File: config.mk
export PLATFORM = sky130hd
export DESIGN_NAME = ram_access_arbiter_flat
export DESIGN_NICKNAME = d
export VERILOG_FILES = /design/src/rtl/ram_access_arbiter_if.sv /design/src/rtl/ram_access_arbiter.sv /design/src/flat_wrapper.sv
export SDC_FILE = /design/constraint.sdc
export NUM_CORES = 1
export LEC_CHECK = 0
export CORE_ASPECT_RATIO = 2
export CORE_MARGIN = 2
export CORE_UTILIZATION = 28
export CTS_CLUSTER_DIAMETER = 60
export DETAILED_ROUTE_END_ITERATION = 10
export GPL_ROUTABILITY_DRIVEN = 0
export PLACE_DENSITY = 0.9
export SYNTH_ARGS = -nofsm -noshare
export SYNTH_HDL_FRONTEND = slang
export SYNTH_SLANG_ARGS = --single-unit
File: constraint.sdc
create_clock -name clk -period 5 [get_ports clk]
set_clock_uncertainty 0.05 [all_clocks]
set_input_delay 1.5 -clock clk [delete_from_list [all_inputs] [get_ports clk]]
set_output_delay 1.5 -clock clk [all_outputs]
set_load 0.05 [all_outputs]
File: src/rtl/ram_access_arbiter_if.sv
// ---------------------------------------------------------------------------
// ram_access_arbiter_if
// Client-side bundle of the ram access arbiter: read request/grant/response
// and write request/grant for all clients, packed per client.
//   rd_req       [NUM_RD]              read request, held until rd_gnt
//   rd_addr      [NUM_RD*ADDR_WIDTH]   client i address at [i*ADDR_WIDTH +: ADDR_WIDTH]
//   rd_gnt       [NUM_RD]              one-hot read grant (combinational)
//   rd_rsp_valid [NUM_RD]              one-hot response valid (registered)
//   rd_rsp_data  [DATA_WIDTH]          shared response data
//   wr_req       [NUM_WR]              write request, held until wr_gnt
//   wr_addr      [NUM_WR*ADDR_WIDTH]   packed as rd_addr
//   wr_data      [NUM_WR*DATA_WIDTH]   client j data at [j*DATA_WIDTH +: DATA_WIDTH]
//   wr_gnt       [NUM_WR]              one-hot write grant; write happens that cycle
// master modport: the clients. slave modport: the arbiter.
// ---------------------------------------------------------------------------
interface ram_access_arbiter_if #(
    parameter int DATA_WIDTH = 10,
    parameter int ADDR_WIDTH = 12,
    parameter int NUM_RD     = 2,
    parameter int NUM_WR     = 2
);
    logic [NUM_RD-1:0]            rd_req;
    logic [NUM_RD*ADDR_WIDTH-1:0] rd_addr;
    logic [NUM_RD-1:0]            rd_gnt;
    logic [NUM_RD-1:0]            rd_rsp_valid;
    logic [DATA_WIDTH-1:0]        rd_rsp_data;
    logic [NUM_WR-1:0]            wr_req;
    logic [NUM_WR*ADDR_WIDTH-1:0] wr_addr;
    logic [NUM_WR*DATA_WIDTH-1:0] wr_data;
    logic [NUM_WR-1:0]            wr_gnt;

    modport master (
        output rd_req, rd_addr, wr_req, wr_addr, wr_data,
        input  rd_gnt, rd_rsp_valid, rd_rsp_data, wr_gnt
    );

    modport slave (
        input  rd_req, rd_addr, wr_req, wr_addr, wr_data,
        output rd_gnt, rd_rsp_valid, rd_rsp_data, wr_gnt
    );
endinterface

File: src/rtl/ram_access_arbiter.sv
// ---------------------------------------------------------------------------
// ram_access_arbiter
// Shares one ram (one read port, one write port) among NUM_RD read clients
// and NUM_WR write clients with independent round-robin arbitration per port.
// Read data comes back to the granted client RD_LAT = 1 + OUTPUT_REG cycles
// after the grant.
// Ports:
//   clk, reset        clock, synchronous active-high reset
//   cli               client bundle (slave side)
//   ram_read_req/addr, ram_read_data     ram read port
//   ram_write_req/addr/data              ram write port
// ---------------------------------------------------------------------------
module ram_access_arbiter #(
    parameter int DATA_WIDTH = 10,
    parameter int ADDR_WIDTH = 12,
    parameter int OUTPUT_REG = 1,
    parameter int NUM_RD     = 2,
    parameter int NUM_WR     = 2
) (
    input  logic                  clk,
    input  logic                  reset,
    ram_access_arbiter_if.slave   cli,
    output logic                  ram_read_req,
    output logic [ADDR_WIDTH-1:0] ram_read_addr,
    input  logic [DATA_WIDTH-1:0] ram_read_data,
    output logic                  ram_write_req,
    output logic [ADDR_WIDTH-1:0] ram_write_addr,
    output logic [DATA_WIDTH-1:0] ram_write_data
);
    localparam int RD_LAT = 1 + OUTPUT_REG;
    localparam int RD_PW  = (NUM_RD > 1) ? $clog2(NUM_RD) : 1;
    localparam int WR_PW  = (NUM_WR > 1) ? $clog2(NUM_WR) : 1;

    logic [ADDR_WIDTH-1:0] rd_addr_arr [NUM_RD];
    logic [ADDR_WIDTH-1:0] wr_addr_arr [NUM_WR];
    logic [DATA_WIDTH-1:0] wr_data_arr [NUM_WR];

    logic [RD_PW-1:0] rd_ptr_q, rd_ptr_d, rd_sel;
    logic [WR_PW-1:0] wr_ptr_q, wr_ptr_d, wr_sel;
    logic             rd_found, wr_found;
    logic             rd_grant, wr_grant, raw_hazard;
    logic [NUM_RD-1:0] rd_gnt_vec;
    logic [NUM_RD-1:0] pipe_q [RD_LAT];

    genvar gi;
    generate
        for (gi = 0; gi < NUM_RD; gi++) begin : g_rd_client
            assign rd_addr_arr[gi] = cli.rd_addr[gi*ADDR_WIDTH +: ADDR_WIDTH];
            assign rd_gnt_vec[gi]  = rd_grant && (rd_sel == RD_PW'(gi));
        end
        for (gi = 0; gi < NUM_WR; gi++) begin : g_wr_client
            assign wr_addr_arr[gi] = cli.wr_addr[gi*ADDR_WIDTH +: ADDR_WIDTH];
            assign wr_data_arr[gi] = cli.wr_data[gi*DATA_WIDTH +: DATA_WIDTH];
            assign cli.wr_gnt[gi]  = wr_grant && (wr_sel == WR_PW'(gi));
        end
    endgenerate

    // Round-robin search: first requester at or after the pointer, wrapping.
    always_comb begin
        int idx;
        idx      = 0;
        wr_sel   = '0;
        wr_found = 1'b0;
        for (int k = 0; k < NUM_WR; k++) begin
            idx = int'(wr_ptr_q) + k;
            if (idx >= NUM_WR) idx = idx - NUM_WR;
            if (!wr_found && cli.wr_req[idx]) begin
                wr_found = 1'b1;
                wr_sel   = WR_PW'(idx);
            end
        end
    end

    always_comb begin
        int idx;
        idx      = 0;
        rd_sel   = '0;
        rd_found = 1'b0;
        for (int k = 0; k < NUM_RD; k++) begin
            idx = int'(rd_ptr_q) + k;
            if (idx >= NUM_RD) idx = idx - NUM_RD;
            if (!rd_found && cli.rd_req[idx]) begin
                rd_found = 1'b1;
                rd_sel   = RD_PW'(idx);
            end
        end
    end

    // The ram returns old data on a same-cycle read/write to one address, so
    // the read candidate backs off for a cycle instead of returning stale data.
    // Only the round-robin candidate is considered; other readers wait too.
    assign wr_grant   = wr_found && !reset;
    assign raw_hazard = wr_grant && (rd_addr_arr[rd_sel] == wr_addr_arr[wr_sel]);
    assign rd_grant   = rd_found && !reset && !raw_hazard;

    assign cli.rd_gnt     = rd_gnt_vec;
    assign ram_read_req   = rd_grant;
    assign ram_read_addr  = rd_grant ? rd_addr_arr[rd_sel] : '0;
    assign ram_write_req  = wr_grant;
    assign ram_write_addr = wr_grant ? wr_addr_arr[wr_sel] : '0;
    assign ram_write_data = wr_grant ? wr_data_arr[wr_sel] : '0;

    always_comb begin
        rd_ptr_d = rd_ptr_q;
        wr_ptr_d = wr_ptr_q;
        if (rd_grant) rd_ptr_d = (int'(rd_sel) == NUM_RD - 1) ? '0 : rd_sel + 1'b1;
        if (wr_grant) wr_ptr_d = (int'(wr_sel) == NUM_WR - 1) ? '0 : wr_sel + 1'b1;
    end

    // The one-hot grant travels down the pipe; it carries both valid and
    // client id, and lines up with ram_read_data at the last stage.
    always_ff @(posedge clk) begin
        if (reset) begin
            rd_ptr_q <= '0;
            wr_ptr_q <= '0;
            for (int s = 0; s < RD_LAT; s++) pipe_q[s] <= '0;
        end else begin
            rd_ptr_q  <= rd_ptr_d;
            wr_ptr_q  <= wr_ptr_d;
            pipe_q[0] <= rd_gnt_vec;
            for (int s = 1; s < RD_LAT; s++) pipe_q[s] <= pipe_q[s-1];
        end
    end

    assign cli.rd_rsp_valid = pipe_q[RD_LAT-1];
    assign cli.rd_rsp_data  = ram_read_data;
endmodule

File: src/flat_wrapper.sv
// flat-port wrapper written by rule: the top's interface ports become plain ports
module ram_access_arbiter_flat 
#(
    parameter int DATA_WIDTH = 10,
    parameter int ADDR_WIDTH = 12,
    parameter int OUTPUT_REG = 1,
    parameter int NUM_RD     = 2,
    parameter int NUM_WR     = 2
)
  (clk, reset, ram_read_req, ram_read_addr, ram_read_data, ram_write_req, ram_write_addr, ram_write_data, cli_rd_req, cli_rd_addr, cli_wr_req, cli_wr_addr, cli_wr_data, cli_rd_gnt, cli_rd_rsp_valid, cli_rd_rsp_data, cli_wr_gnt);
  ram_access_arbiter_if #(.DATA_WIDTH(DATA_WIDTH), .ADDR_WIDTH(ADDR_WIDTH), .NUM_RD(NUM_RD), .NUM_WR(NUM_WR)) cli_i ();
  input  logic clk;
  input  logic reset;
  output logic ram_read_req;
  output logic [ADDR_WIDTH-1:0] ram_read_addr;
  input  logic [DATA_WIDTH-1:0] ram_read_data;
  output logic ram_write_req;
  output logic [ADDR_WIDTH-1:0] ram_write_addr;
  output logic [DATA_WIDTH-1:0] ram_write_data;
  input wire logic [$bits(cli_i.rd_req)-1:0] cli_rd_req;
  input wire logic [$bits(cli_i.rd_addr)-1:0] cli_rd_addr;
  input wire logic [$bits(cli_i.wr_req)-1:0] cli_wr_req;
  input wire logic [$bits(cli_i.wr_addr)-1:0] cli_wr_addr;
  input wire logic [$bits(cli_i.wr_data)-1:0] cli_wr_data;
  output wire logic [$bits(cli_i.rd_gnt)-1:0] cli_rd_gnt;
  output wire logic [$bits(cli_i.rd_rsp_valid)-1:0] cli_rd_rsp_valid;
  output wire logic [$bits(cli_i.rd_rsp_data)-1:0] cli_rd_rsp_data;
  output wire logic [$bits(cli_i.wr_gnt)-1:0] cli_wr_gnt;
  assign cli_i.rd_req = cli_rd_req;
  assign cli_i.rd_addr = cli_rd_addr;
  assign cli_i.wr_req = cli_wr_req;
  assign cli_i.wr_addr = cli_wr_addr;
  assign cli_i.wr_data = cli_wr_data;
  assign cli_rd_gnt = cli_i.rd_gnt;
  assign cli_rd_rsp_valid = cli_i.rd_rsp_valid;
  assign cli_rd_rsp_data = cli_i.rd_rsp_data;
  assign cli_wr_gnt = cli_i.wr_gnt;
  ram_access_arbiter #(.DATA_WIDTH(DATA_WIDTH), .ADDR_WIDTH(ADDR_WIDTH), .OUTPUT_REG(OUTPUT_REG), .NUM_RD(NUM_RD), .NUM_WR(NUM_WR)) u_core (.clk(clk), .reset(reset), .cli(cli_i), .ram_read_req(ram_read_req), .ram_read_addr(ram_read_addr), .ram_read_data(ram_read_data), .ram_write_req(ram_write_req), .ram_write_addr(ram_write_addr), .ram_write_data(ram_write_data));
endmodule
==> out/metrics.yaml <==
viasPerCell: 5.06
post-place-ws_ns: -0.406
cts_tree: "built"
yosys_warnings: 0
cts_made_buffers: 3
postRouteAntennaNets: 0
critPathKind: "input pin to output pin"
crit_path_cell_trace: "clkdlybuf4s50_1 > and3_4 > a221oi_4 > nor4_4 > nand4_2 > o31ai_4 > buf_6 > buf_6 > a21oi_1 > buf_4"
fin_ws_ns: 0.0247
port_buffers: 115
min_from: "u_core.pipe_q[0][0]$_SDFF_PP0_"
synth-seq-cells: 6
r2r_cells: 13
rsz0062_at_grt: "true"
holdPathStages: 1
ir_drop_v: 0.000140
clockPowerShare: 0.148
clkTransAtPathRegs_ns: 0.04
hold_class: "flop to flop"
dieArea_sq_mm: 0.00489
cp_top_family: "buffers and inverters"
worstSetupStartpointType: "input pin"
grt_remaining_overflow: 0
route.vias.total: 1742
hpwlAfterDp_mm: 4.29
min_to: "u_core.pipe_q[0][2]$_SDFF_PP0_"
fillers: 293
cts_buffer_depth: 2
start_util: 0.292
avgSynthCellArea_sq_um: 8.21
nNetsFinal: 378
clkLatencyLatePin_ns: 0.23
layout.cells.non_filler: 344
synth_area_sq_mm: 0.00121
syn_inst: 147
final_cell_mix: "clkdlybuf4s50_1, buf_4, nor2_1"
path_buf_inv: 4
rows: 33
period_minus_slack_ns: 4.98
layout_commonest_cell: "clkdlybuf4s50_1"
p_seq_frac: 0.105
drtPass1Iterations: 4
wl_mm: 6.54
grt_pass1_vias: 1900
route.detailed.drc: 0
grt_pass1_wl_mm: 8.95
drt_iter0_drc: 35
track_usage: 0.242
cp_num_cells: 10
fmax_mhz: 201
drive_above_1_share: 0.507
clock_sinks: 6
synth_nets: 231
wire_per_inst_microns: 19.0
finalSetupViolCount: 0
fp.dieH_microns: 96.9
ios: 136
r2r_slack_ns: 2.44
placed_cells: 328
place_area_sq_mm: 0.00243
p_int_mw: 0.283
status: "finished, final reports clean"
postLayoutCellArea_sq_mm: 0.00296
synth_cell_type_count: 36
grt_max_degree: 14
endpoint_kind: "output pin"
seq_area_frac_synth: 0.0995
r2r-end: "u_core.pipe_q[0][0]$_SDFF_PP0_"
swShare: 0.439
die_w_microns: 50.4
cts_hold_buf: 0
holdWs_ns: 0.388
crit_top_cell: "buf_6"
antenna_cells: 0
cp.arrival_ns: 3.43
worstPathRequired_ns: 3.45
maxCapViolCount: 0
syn2layout_area_growth_pct: 145
switching_power_mw: 0.222
fin_util: 0.716
report.final.slew_viol_count: 0
comb_power_share: 0.748
htreeDepth: 1
slowest_delay_ns: 0.58
worst_slew_pin_slew_ns: 0.598
p_leak_nw: 1.27
core_sq_mm: 0.00413
period_share: 0.995
clock-root-buffer: "clkbuf_8"
critPathMaxFanout: 5
hold_viol_final: 0
maxSlewHeadroom: 0.602
cellPowerDensity_mw_per_mm2: 171
cp_slowest_cell: "clkdlybuf4s50_1"
antenna_found_initial: 0
r2r-start: "u_core.wr_ptr_q$_SDFFE_PP0P_"
routing by layer:
layer | vias to the layer above | GRT usage | wire length [microns]
met5 | - | 0 | 0
met4 | 0 | 0.170 | 344
met3 | 32 | 0.0247 | 229
met2 | 84 | 0.488 | 3970
met1 | 810 | 0.198 | 2000
li1 | 816 | - | -
cells in the mapped netlist:
| cell type | instances | area, sq um |
|---|---|---|
| nor2_1 | 24 | 90.1 |
| mux2i_1 | 18 | 180 |
| nand2b_4 | 1 | 13.8 |
| o21ai_2 | 1 | 8.76 |
| buf_8 | 1 | 15.0 |
| a221oi_1 | 6 | 52.6 |
| inv_1 | 4 | 15.0 |
| and3_2 | 5 | 37.5 |
| clkbuf_8 | 1 | 13.8 |
| xnor2_1 | 9 | 78.8 |
| nand2_1 | 1 | 3.75 |
| buf_12 | 2 | 40.0 |
| o21ai_0 | 2 | 10.0 |
| a22o_1 | 10 | 87.6 |
| nor2b_1 | 3 | 18.8 |
| nand2_8 | 2 | 40.0 |
| nand4_2 | 2 | 25.0 |
| nand3_1 | 7 | 35.0 |
| a221oi_2 | 1 | 15.0 |
| buf_6 | 2 | 22.5 |
| and3_1 | 1 | 6.26 |
| nor3_1 | 1 | 5.00 |
| o21ai_4 | 1 | 16.3 |
| a21oi_1 | 10 | 50.1 |
| clkbuf_1 | 3 | 11.3 |
| nand2b_1 | 1 | 6.26 |
| o21bai_1 | 1 | 7.51 |
| inv_6 | 1 | 8.76 |
| or3_1 | 1 | 6.26 |
| o21ai_1 | 2 | 10.0 |
| o31ai_1 | 1 | 7.51 |
| o31ai_4 | 1 | 21.3 |
| nor4_4 | 1 | 21.3 |
| buf_4 | 13 | 97.6 |
| and2b_2 | 1 | 8.76 |
| dfxtp_1 | 6 | 120 |
layout make-up:
cell class                 count  area [sq um]  share of cell area
clock buffer                   3          41.3              0.0140
sequential                     6           120              0.0406
multi-input combinational    115          1150               0.388
timing repair buffer         163          1560               0.527
inverter                       5          23.8             0.00804
tap                           52          65.1              0.0220
per-stage QoR:
step | TNS, ns | total power, mW
2_1_floorplan | 0 | 0.250
3_3_place_gp | -8.62 | 0.360
3_5_place_dp | -9.32 | 0.364
4_1_cts | -0.0343 | 0.470
5_1_grt | -0.499 | 0.524
6_report | 0 | 0.504
worst max-delay path by stage:
| stage | startpoint | endpoint | slack [ns] |
|---|---|---|---|
| after floorplan | cli_rd_req[0] | ram_read_addr[0] | 0.01 |
| after global placement | cli_wr_req[1] | ram_read_addr[1] | -0.38 |
| after detailed placement | cli_wr_req[1] | ram_read_addr[1] | -0.41 |
| after CTS | cli_rd_req[0] | cli_rd_gnt[0] | -0.01 |
| after global routing | cli_rd_addr[14] | ram_read_addr[2] | -0.07 |
| final | cli_wr_addr[18] | ram_read_addr[2] | 0.02 |
flip-flops by register name (all words and copies together), names as in the netlist:
register and count:
u_core.pipe_q 4, u_core.rd_ptr_q 1, u_core.wr_ptr_q 1
power by group through the flow:
stage	combinational, mW	clock, mW	sequential (mW)
detailed placement	0.311	0	0.0532
floorplan	0.198	0	0.0526
global placement	0.307	0	0.0530
global route	0.393	0.0777	0.0529
finish	0.377	0.0744	0.0527
CTS	0.341	0.0765	0.0525
timing repair:
item,CTS,global route
pin swaps,11,10
endpoints found under the setup margin,26,25
resized for setup,55,35
setup buffers,6,7
cloned,1,1
logic make-up (layout without fill, tap and decap cells):
family                 after synthesis  after routing  share of synthesized area
AO/OA/AOI/OAI                       36             36                      0.237
XOR/XNOR                             9              9                     0.0653
buffers and inverters               27            171                      0.185
flip-flops                           6              6                     0.0995
multiplexers                        18             18                      0.149
AND/OR/NAND/NOR                     51             52                      0.263
No activity file was read; power rests on OpenSTA's default activity.
